`config.mk`:
```
export PLATFORM = sky130hd
export DESIGN_NAME = ascon_hash_ctrl_flat
export DESIGN_NICKNAME = d
export VERILOG_FILES = /design/src/rtl/ascon_pkg.sv /design/src/rtl/ascon_hash_ctrl_if.sv /design/src/rtl/ascon_pad64.sv /design/src/rtl/ascon_hash_ctrl.sv /design/src/flat_wrapper.sv
export SDC_FILE = /design/constraint.sdc
export NUM_CORES = 1
export LEC_CHECK = 0
export CAP_MARGIN = 5
export CORE_AREA = 4 4 105 107
export CTS_CLUSTER_DIAMETER = 60
export CTS_CLUSTER_SIZE = 12
export DETAILED_ROUTE_END_ITERATION = 12
export DIE_AREA = 0 0 109 111
export GPL_TIMING_DRIVEN = 0
export MAX_ROUTING_LAYER = met4
export PLACE_DENSITY = 0.66
export SLEW_MARGIN = 10
export SYNTH_ARGS = -nofsm -noshare
export SYNTH_HDL_FRONTEND = slang
export SYNTH_SLANG_ARGS = --single-unit
```
`constraint.sdc`:
```
create_clock -name clk -period 4.6 [get_ports clk]
set_input_delay 0.46 -clock clk [delete_from_list [all_inputs] [get_ports clk]]
set_output_delay 0.46 -clock clk [all_outputs]
set_load 0.01 [all_outputs]
```
`src/rtl/ascon_pkg.sv`:
```
// Shared types and constants for the Ascon-Hash256 controller slice.
package ascon_pkg;

  typedef logic [63:0] ascon_word_t;

  // Initial value of state word 0 for Ascon-Hash256.
  localparam ascon_word_t ASCON_HASH256_IV = 64'h0000_0801_00CC_0002;

  // Number of 64-bit words in the permutation state.
  localparam int ASCON_STATE_WORDS = 5;

  typedef enum logic [2:0] {
    ST_IDLE,
    ST_INIT_W,
    ST_PERM_START,
    ST_PERM_WAIT,
    ST_ABSORB,
    ST_PAD,
    ST_SQUEEZE
  } ctrl_state_t;

  // Phase remembers what the running permutation belongs to, so PERM_WAIT
  // knows where to go once the core is ready again.
  typedef enum logic [2:0] {
    PH_INIT,
    PH_ABSORB,
    PH_PAD,
    PH_FINAL,
    PH_SQUEEZE
  } phase_t;

  // Byte counts above 8 are treated as a full block.
  function automatic logic [3:0] clamp_bytes(input logic [3:0] n);
    return (n > 4'd8) ? 4'd8 : n;
  endfunction

endpackage

```
`src/rtl/ascon_hash_ctrl_if.sv`:
```
// Stream-side and core-side bundles for the Ascon-Hash256 controller.
interface ascon_hash_ctrl_if;
  import ascon_pkg::*;

  logic        msg_valid_i;
  logic        msg_ready_o;
  ascon_word_t msg_data_i;
  logic [3:0]  msg_bytes_i;
  logic        msg_last_i;

  logic        digest_valid_o;
  logic        digest_ready_i;
  ascon_word_t digest_data_o;
  logic        digest_last_o;

  // Environment side: produces message blocks, consumes digest words.
  modport master (
    output msg_valid_i, msg_data_i, msg_bytes_i, msg_last_i, digest_ready_i,
    input  msg_ready_o, digest_valid_o, digest_data_o, digest_last_o
  );

  // Controller side.
  modport slave (
    input  msg_valid_i, msg_data_i, msg_bytes_i, msg_last_i, digest_ready_i,
    output msg_ready_o, digest_valid_o, digest_data_o, digest_last_o
  );
endinterface

interface ascon_core_if;
  import ascon_pkg::*;

  logic        core_start_perm_o;
  logic        core_round_config_o;
  logic [2:0]  core_word_sel_o;
  ascon_word_t core_data_o;
  logic        core_write_en_o;
  logic        core_xor_en_o;
  ascon_word_t core_data_i;
  logic        core_ready_i;

  // Controller side: drives the core's register file and permutation start.
  modport master (
    output core_start_perm_o, core_round_config_o, core_word_sel_o,
           core_data_o, core_write_en_o, core_xor_en_o,
    input  core_data_i, core_ready_i
  );

  // Permutation core side.
  modport slave (
    input  core_start_perm_o, core_round_config_o, core_word_sel_o,
           core_data_o, core_write_en_o, core_xor_en_o,
    output core_data_i, core_ready_i
  );
endinterface

```
`src/rtl/ascon_pad64.sv`:
```
// Masks the unused bytes of a little-endian message block and inserts the
// 0x01 padding byte directly after the last valid byte.
module ascon_pad64
  import ascon_pkg::*;
(
  input  ascon_word_t data,
  input  logic [3:0]  num_bytes,
  output ascon_word_t padded
);

  logic [3:0] n;

  assign n = clamp_bytes(num_bytes);

  // Byte gi keeps message data below n, carries the pad bit at n, else zero.
  for (genvar gi = 0; gi < 8; gi++) begin : g_byte
    assign padded[8*gi +: 8] = (4'(gi) < n)  ? data[8*gi +: 8] :
                               (4'(gi) == n) ? 8'h01 : 8'h00;
  end

endmodule

```
`src/rtl/ascon_hash_ctrl.sv`:
```
// Sequencer that walks an external Ascon permutation core through one
// Ascon-Hash256 computation: state init, padded absorb, squeeze of the digest.
module ascon_hash_ctrl
  import ascon_pkg::*;
#(
  parameter ascon_word_t HASH_IV      = ASCON_HASH256_IV,
  parameter int          DIGEST_WORDS = 4
) (
  input  logic             clk,
  input  logic             rst,
  input  logic             start_i,
  output logic             busy_o,
  output logic             done_o,
  ascon_hash_ctrl_if.slave stream,
  ascon_core_if.master     core
);

  localparam int              CNT_W          = (DIGEST_WORDS > 1) ? $clog2(DIGEST_WORDS) : 1;
  localparam logic [CNT_W-1:0] LAST_DIGEST   = CNT_W'(DIGEST_WORDS - 1);
  localparam logic [2:0]      LAST_INIT_WORD = 3'(ASCON_STATE_WORDS - 1);

  ctrl_state_t      state_reg, state_next;
  phase_t           phase_reg, phase_next;
  logic [2:0]       word_cnt_reg, word_cnt_next;
  logic [CNT_W-1:0] dig_cnt_reg, dig_cnt_next;
  logic             armed_reg, armed_next;
  logic             done_reg, done_next;

  ascon_word_t      pad_word;
  logic             msg_full;

  ascon_pad64 u_pad (
    .data      (stream.msg_data_i),
    .num_bytes (stream.msg_bytes_i),
    .padded    (pad_word)
  );

  assign msg_full = (clamp_bytes(stream.msg_bytes_i) == 4'd8);

  assign busy_o                   = (state_reg != ST_IDLE);
  assign done_o                   = done_reg;
  assign core.core_round_config_o = 1'b1;

  // State register and counters; reset aborts any hash in flight.
  always_ff @(posedge clk) begin
    if (rst) begin
      state_reg    <= ST_IDLE;
      phase_reg    <= PH_INIT;
      word_cnt_reg <= '0;
      dig_cnt_reg  <= '0;
      armed_reg    <= 1'b0;
      done_reg     <= 1'b0;
    end else begin
      state_reg    <= state_next;
      phase_reg    <= phase_next;
      word_cnt_reg <= word_cnt_next;
      dig_cnt_reg  <= dig_cnt_next;
      armed_reg    <= armed_next;
      done_reg     <= done_next;
    end
  end

  // Next-state logic and all core/stream outputs.
  always_comb begin
    state_next    = state_reg;
    phase_next    = phase_reg;
    word_cnt_next = word_cnt_reg;
    dig_cnt_next  = dig_cnt_reg;
    armed_next    = 1'b0;
    done_next     = 1'b0;

    core.core_start_perm_o = 1'b0;
    core.core_word_sel_o   = 3'd0;
    core.core_data_o       = '0;
    core.core_write_en_o   = 1'b0;
    core.core_xor_en_o     = 1'b0;

    stream.msg_ready_o    = 1'b0;
    stream.digest_valid_o = 1'b0;
    stream.digest_data_o  = '0;
    stream.digest_last_o  = 1'b0;

    unique case (state_reg)
      ST_IDLE: begin
        if (start_i) begin
          state_next    = ST_INIT_W;
          word_cnt_next = '0;
          dig_cnt_next  = '0;
        end
      end

      // Every hash rewrites all five words, so an aborted run leaves no trace.
      ST_INIT_W: begin
        core.core_write_en_o = 1'b1;
        core.core_word_sel_o = word_cnt_reg;
        core.core_data_o     = (word_cnt_reg == 3'd0) ? HASH_IV : '0;
        if (word_cnt_reg == LAST_INIT_WORD) begin
          state_next = ST_PERM_START;
          phase_next = PH_INIT;
        end else begin
          word_cnt_next = word_cnt_reg + 3'd1;
        end
      end

      ST_PERM_START: begin
        core.core_start_perm_o = 1'b1;
        state_next             = ST_PERM_WAIT;
      end

      // The core's ready is still high from the previous run during the first
      // wait cycle, so it is only trusted once armed.
      ST_PERM_WAIT: begin
        armed_next = 1'b1;
        if (armed_reg && core.core_ready_i) begin
          unique case (phase_reg)
            PH_INIT, PH_ABSORB: state_next = ST_ABSORB;
            PH_PAD:             state_next = ST_PAD;
            default:            state_next = ST_SQUEEZE;
          endcase
        end
      end

      // A full final block needs its own permutation before the separate
      // padding block is absorbed; a short final block carries its pad bit.
      ST_ABSORB: begin
        stream.msg_ready_o   = 1'b1;
        core.core_word_sel_o = 3'd0;
        core.core_data_o     = pad_word;
        core.core_xor_en_o   = stream.msg_valid_i;
        if (stream.msg_valid_i) begin
          state_next = ST_PERM_START;
          if (!stream.msg_last_i) begin
            phase_next = PH_ABSORB;
          end else if (!msg_full) begin
            phase_next = PH_FINAL;
          end else begin
            phase_next = PH_PAD;
          end
        end
      end

      ST_PAD: begin
        core.core_word_sel_o = 3'd0;
        core.core_data_o     = 64'h1;
        core.core_xor_en_o   = 1'b1;
        state_next           = ST_PERM_START;
        phase_next           = PH_FINAL;
      end

      // Digest word is read straight from state word 0; it stays stable
      // because the core is idle until the word is accepted.
      ST_SQUEEZE: begin
        core.core_word_sel_o  = 3'd0;
        stream.digest_valid_o = 1'b1;
        stream.digest_data_o  = core.core_data_i;
        stream.digest_last_o  = (dig_cnt_reg == LAST_DIGEST);
        if (stream.digest_ready_i) begin
          if (dig_cnt_reg != LAST_DIGEST) begin
            dig_cnt_next = dig_cnt_reg + 1'b1;
            state_next   = ST_PERM_START;
            phase_next   = PH_SQUEEZE;
          end else begin
            dig_cnt_next = '0;
            done_next    = 1'b1;
            state_next   = ST_IDLE;
          end
        end
      end

      default: state_next = ST_IDLE;
    endcase
  end

endmodule

```
`src/flat_wrapper.sv`:
```
// flat-port wrapper written by rule: the top's interface ports become plain ports
module ascon_hash_ctrl_flat import ascon_pkg::*;
#(
  parameter ascon_word_t HASH_IV      = ASCON_HASH256_IV,
  parameter int          DIGEST_WORDS = 4
)
  (clk, rst, start_i, busy_o, done_o, stream_msg_valid_i, stream_msg_data_i, stream_msg_bytes_i, stream_msg_last_i, stream_digest_ready_i, stream_msg_ready_o, stream_digest_valid_o, stream_digest_data_o, stream_digest_last_o, core_core_start_perm_o, core_core_round_config_o, core_core_word_sel_o, core_core_data_o, core_core_write_en_o, core_core_xor_en_o, core_core_data_i, core_core_ready_i);
  ascon_hash_ctrl_if stream_i ();
  ascon_core_if core_i ();
  input  logic clk;
  input  logic rst;
  input  logic start_i;
  output logic busy_o;
  output logic done_o;
  input wire logic [$bits(stream_i.msg_valid_i)-1:0] stream_msg_valid_i;
  input wire logic [$bits(stream_i.msg_data_i)-1:0] stream_msg_data_i;
  input wire logic [$bits(stream_i.msg_bytes_i)-1:0] stream_msg_bytes_i;
  input wire logic [$bits(stream_i.msg_last_i)-1:0] stream_msg_last_i;
  input wire logic [$bits(stream_i.digest_ready_i)-1:0] stream_digest_ready_i;
  output wire logic [$bits(stream_i.msg_ready_o)-1:0] stream_msg_ready_o;
  output wire logic [$bits(stream_i.digest_valid_o)-1:0] stream_digest_valid_o;
  output wire logic [$bits(stream_i.digest_data_o)-1:0] stream_digest_data_o;
  output wire logic [$bits(stream_i.digest_last_o)-1:0] stream_digest_last_o;
  output wire logic [$bits(core_i.core_start_perm_o)-1:0] core_core_start_perm_o;
  output wire logic [$bits(core_i.core_round_config_o)-1:0] core_core_round_config_o;
  output wire logic [$bits(core_i.core_word_sel_o)-1:0] core_core_word_sel_o;
  output wire logic [$bits(core_i.core_data_o)-1:0] core_core_data_o;
  output wire logic [$bits(core_i.core_write_en_o)-1:0] core_core_write_en_o;
  output wire logic [$bits(core_i.core_xor_en_o)-1:0] core_core_xor_en_o;
  input wire logic [$bits(core_i.core_data_i)-1:0] core_core_data_i;
  input wire logic [$bits(core_i.core_ready_i)-1:0] core_core_ready_i;
  assign stream_i.msg_valid_i = stream_msg_valid_i;
  assign stream_i.msg_data_i = stream_msg_data_i;
  assign stream_i.msg_bytes_i = stream_msg_bytes_i;
  assign stream_i.msg_last_i = stream_msg_last_i;
  assign stream_i.digest_ready_i = stream_digest_ready_i;
  assign stream_msg_ready_o = stream_i.msg_ready_o;
  assign stream_digest_valid_o = stream_i.digest_valid_o;
  assign stream_digest_data_o = stream_i.digest_data_o;
  assign stream_digest_last_o = stream_i.digest_last_o;
  assign core_core_start_perm_o = core_i.core_start_perm_o;
  assign core_core_round_config_o = core_i.core_round_config_o;
  assign core_core_word_sel_o = core_i.core_word_sel_o;
  assign core_core_data_o = core_i.core_data_o;
  assign core_core_write_en_o = core_i.core_write_en_o;
  assign core_core_xor_en_o = core_i.core_xor_en_o;
  assign core_i.core_data_i = core_core_data_i;
  assign core_i.core_ready_i = core_core_ready_i;
  ascon_hash_ctrl #(.HASH_IV(HASH_IV), .DIGEST_WORDS(DIGEST_WORDS)) u_core (.clk(clk), .rst(rst), .start_i(start_i), .busy_o(busy_o), .done_o(done_o), .stream(stream_i), .core(core_i));
endmodule
```
======== Yosys cells after proc, flatten, opt, wreduce, memory -nomap -nowiden ========
Index checks and enable logic that the tools add are counted.
W data, S select, Z words.
storage, ports and cells
  register bits after elaboration ......... 13
  bits of input ports ..................... 139
  logic and storage cells ................. 111
cells by class
  add/subtract/negate cells ............... 2
  $lt $le $gt $ge ......................... 9
  equality and inequality tests ........... 26
  mux-type cells .......................... 51
  bitwise gates (word level) .............. 2
  reduce and logical (&&, ||, !) cells .... 15
operator list
  operator              count
  $pmux W64 S3          1
  $mux W64              1
  $mux W8               8
  $mux W44              1
  $mux W3               13
  $pmux W3 S7           1
  $eq A3 B4 Y1 const A  4
  $lt A3 B4 Y1 const A  4
  $mux W1               16
  $eq A3 B3 Y1 const B  4
  $pmux W3 S4           1
  $ne A2 B2 Y1 const B  5
  $reduce_and A5 Y1     2
  $eq A3 B2 Y1 const B  3
  $logic_not A3 Y1      3
  $eq A2 B4 Y1 const A  2
  $lt A1 B4 Y1 const A  2
  $lt A2 B4 Y1 const A  2
  $mux W2               4
  $pmux W2 S2           2
  $eq A3 B1 Y1 const B  2
  $ne A2 B1 Y1 const B  3
  $pmux W3 S2           1
  $reduce_and A3 Y1     2
  other kinds (16)      18

======== Longest topological paths before layout ========
  depth in word-level cells ............... 7
  depth in mapped cells ................... 7
  gate-level depth less buffers ........... 6

======== Cells and area by module ========
From an unflattened synthesis, not the netlist that was laid out.
unflattened totals
  cells, all modules ...................... 326
  area total of the unflattened synthesis .. 2274.7 µm²
by module, submodules not included
  module           times used  cells each  area an instance (µm²)  seq. area each (µm²)
  ascon_hash_ctrl  1           238         1680.4                  260.2
  ascon_pad64      1           88          594.3                   0.0

======== Least setup slack after synthesis ========
OpenSTA, ideal clock, no wires.
  path kind ............................... reg2out
  from .................................... reg u_core.state_reg[0]
  to ...................................... out core_core_data_o[10]
  data arrival time ....................... 1.416 ns
  required time ........................... 4.140 ns
  slack ................................... 2.724 ns
  cell stages (with the launch flop) ...... 6
  buffers on the path ..................... 2
  path through ............................ dfxtp_1 -> buf_4 -> or3b_1 -> buf_2 -> nor2_1 -> and2_1
between the ends
  longest elaborated chain between the ends .. 2
  elaborated cells on any way between the ends .. 4
  those cells by class .................... eq/ne: 3; mux: 1
ends and longest elaborated chain
  item                                          RTL line               source
  start, declared                               ascon_hash_ctrl.sv:22  ctrl_state_t state_reg, state_next;
  start signal, assigned                        ascon_hash_ctrl.sv:54  state_reg <= state_next;
  $eq A3 B3 Y1 or $eq A3 B1 Y1 (tied branches)  ascon_hash_ctrl.sv:83  unique case (state_reg)
  $pmux W64 S3 *                                ascon_hash_ctrl.sv:83
  end, declared                                 flat_wrapper.sv:27     output wire logic [$bits(core_i.core_data_o)-1:0] core_core_data_o;
Mark *: on every way between the ends. The rest lies on a longest branch, timed or not.

======== Final worst setup path ========
  from .................................... reg u_core.state_reg[0]
  to ...................................... out stream_digest_data_o[43]
between the ends
  longest elaborated chain between the ends .. 2
ends and longest elaborated chain
  item           RTL line               source
  $eq A3 B3 Y1   ascon_hash_ctrl.sv:83
  $mux W64       ascon_hash_ctrl.sv:83
  end, declared  flat_wrapper.sv:22     output wire logic [$bits(stream_i.digest_data_o)-1:0] stream_digest_data_o;
No other way between the ends.

==> results.md <==
- CP max stage cell: clkdlybuf4s50_1
- Critical path class: flip-flop to output pin
- Footprint of the multi-input gates: 1448 sq um
- Crit path top cell by count: clkbuf_1
- Mapped Area: 1832 sq um
- Post-DP HPWL: 9476 um
- Crit path buffers/inverters: 5
- CP Capture Type: output pin
- YS warnings: 0
- Tmin final: 2.883 ns
- CTS tree: built
- Final Hold Vio Count: 0
- Met1 WL: 4593 um
- Clock skew: 0.0008968 ns
- EDFF count, synth: 0
- Clk_lat worst skew: 0.25 ns
- Routed wire length on met3: 487 um
- Final setup fails: 0
- WL met2: 5703 um
- CTS Root Buffer Type: clkbuf_8
- DRT iter0 DRCs: 92
- Die Span Y: 111 um
- Routed via count: 2799
- Final wirelength: 10890 um
- Drt drc: 0
- Async SR Flop Fraction: 0%
- Starting Density: 18.07%
- PortBufs: 274
- # resized after CTS: 0
- Outcome: completed
- Wirelength per Cell: 15.92 um
- Syn avg cell area: 6.784 sq um
- Layout area overhead: 161.5%
- First-pass GRT wire length: 16090 um
- Final non-filler cell total: 684
- Total leakage power: 1.872 nW
- CTS Hold Bufs: 0
- Num Clock Sinks: 13
- Die area: 12100 sq um
- Largest net degree at the start of global routing: 11
- # fillers: 997
- Clock transition at path regs: 0.06 ns
- Worst EP arrival: 2.42 ns
- Final setup margin: 1.717 ns
- RSZ-0062 raised after global routing: no
- CP delay by family, top: buffers and inverters
- DP Worst Slack: 1.768 ns
- #FFs+latches synth: 13
- Routed Antenna Nets: 0
- Crit Path Max Fanout: 10
- Core Region: 10140 sq um
- Placer congestion estimate: 0.9331
- Max layer used: met4
- Most frequent cells in the layout: clkdlybuf4s50_1 (274), and2_1 (113), nor2_1 (18)
- Vias per cell: 4.092
- Synthesized Nets: 412
- Max Cap Viol: 0
- Crit-path cells: buf_4 > and3b_1 > buf_2 > clkbuf_1 > clkbuf_1 > and2_1 > clkdlybuf4s50_1
- Max-slew violation count: 0
- Final Cycle Share: 62.67%
- N_diodes: 0
- Power per cell area: 117.0 nW/um^2
- Initial antenna violation count: 0
- VDD IR max: 0.1215 mV
- Synth Instances: 270
- Rows: 37
- Inserted Clock Buffers: 3
- H-tree levels: 1
- Critical Path RT: 4.14 ns
- I/O pin cnt: 279
- CP max stage delay: 0.57 ns
- GR Overflow Total: 0
- Top_reg_cell synth: dfxtp_1
- Vias in the first global route: 2825
- Die Width: 109 um
- Total track usage: 17.27%
- Max Fclk: 346.9 MHz
- Commonest non-fill, non-tap cell in the layout: clkdlybuf4s50_1
- Final core occ: 47.24%
- Final setup TNS: 0 ns
- Worst min path class: flip-flop to flip-flop
- Sequential area share after synthesis: 14.21%
- Cell variety after synth: 48
- Critical Path Source Type: flip-flop
- Placed cells: 680
- CTS max path bufs: 2
- Final net count: 691
- Post-CTS setup buffers: 0
- Ratio of cells with drive above 1 in the final layout: 4.197%
- Reg area: 260.3 sq um
- Drt first pass iters: 4
## cell type report
| type | count | share of cell area (%) |
|---|---|---|
| timing repair buffer | 274 | 57.26 |
| multi-input combinational | 229 | 30.22 |
| sequential | 13 | 5.434 |
| tap | 136 | 3.553 |
| buffer | 22 | 2.116 |
| clock buffer | 4 | 0.9404 |
| inverter | 6 | 0.4702 |
## path summary, 6_finish.rpt
kind	start	to	slack (ns)	depth (start not counted)
worst min-delay path	u_core.word_cnt_reg[1]	u_core.word_cnt_reg[1]	0.50	2
worst max-delay path	u_core.state_reg[0]	stream_digest_data_o[43]	1.72	7
worst min register to register	u_core.word_cnt_reg[1]	u_core.word_cnt_reg[1]	0.50	2
worst max register to register	u_core.word_cnt_reg[0]	u_core.phase_reg[1]	2.78	6
## power breakdown
part	switching [mW]	internal [mW]
Clock	0.0466	0.0614
Combinational	0.126	0.206
Sequential	0.00261	0.118
## cell usage after synthesis, types with 4 or more instances
library cell  count  area share (%)
a21o_1            6             2.5
a21oi_1           8             2.2
a21oi_2           4             1.9
and2_1          113              39
and3_1            7             2.4
buf_4             4             1.6
clkbuf_1         15             3.1
dfxtp_1          13              14
inv_1             5             1.0
nand2_1           8             1.6
nor2_1           18             3.7
nor3_1            7             1.9
o21ai_0           7             1.9
## stage by stage
stage	instance area, sq um	total power, mW	hold slack (ns)
2_1_floorplan	1832	0.2496	0.4578
3_3_place_gp	4745	0.4545	0.4772
3_5_place_dp	4745	0.4557	0.4829
4_1_cts	4790	0.5656	0.4929
5_1_grt	4790	0.6006	0.5087
6_report	4790	0.5604	0.4958
## worst reg2reg max path, delay by kind of cell, from the launching register on
kind,cells,cell delay (ns)
AND/OR/NAND/NOR,2,0.66
AO/OA/AOI/OAI,2,0.50
flip-flops,1,0.32
adder cells (fa/ha/maj),1,0.18
buffers and inverters,1,0.09
## per-layer routing
layer / global-route usage (%) / vias to the layer above
met3: 3.145 / 8
met5: - / -
met1: 21.50 / 1269
li1: - / 1435
met2: 29.61 / 87
met4: 2.189 / 0
## logic make-up after synthesis
group | count (synthesis) | synth area share [%]
multiplexers | 3 | 1.708
XOR/XNOR | 1 | 0.4782
flip-flops | 13 | 14.21
other | 1 | 0.2047
adder cells (fa/ha/maj) | 3 | 2.049
AND/OR/NAND/NOR | 179 | 58.54
buffers and inverters | 28 | 6.762
AO/OA/AOI/OAI | 42 | 16.05
Note: power is estimated with default switching activity, not from simulation.
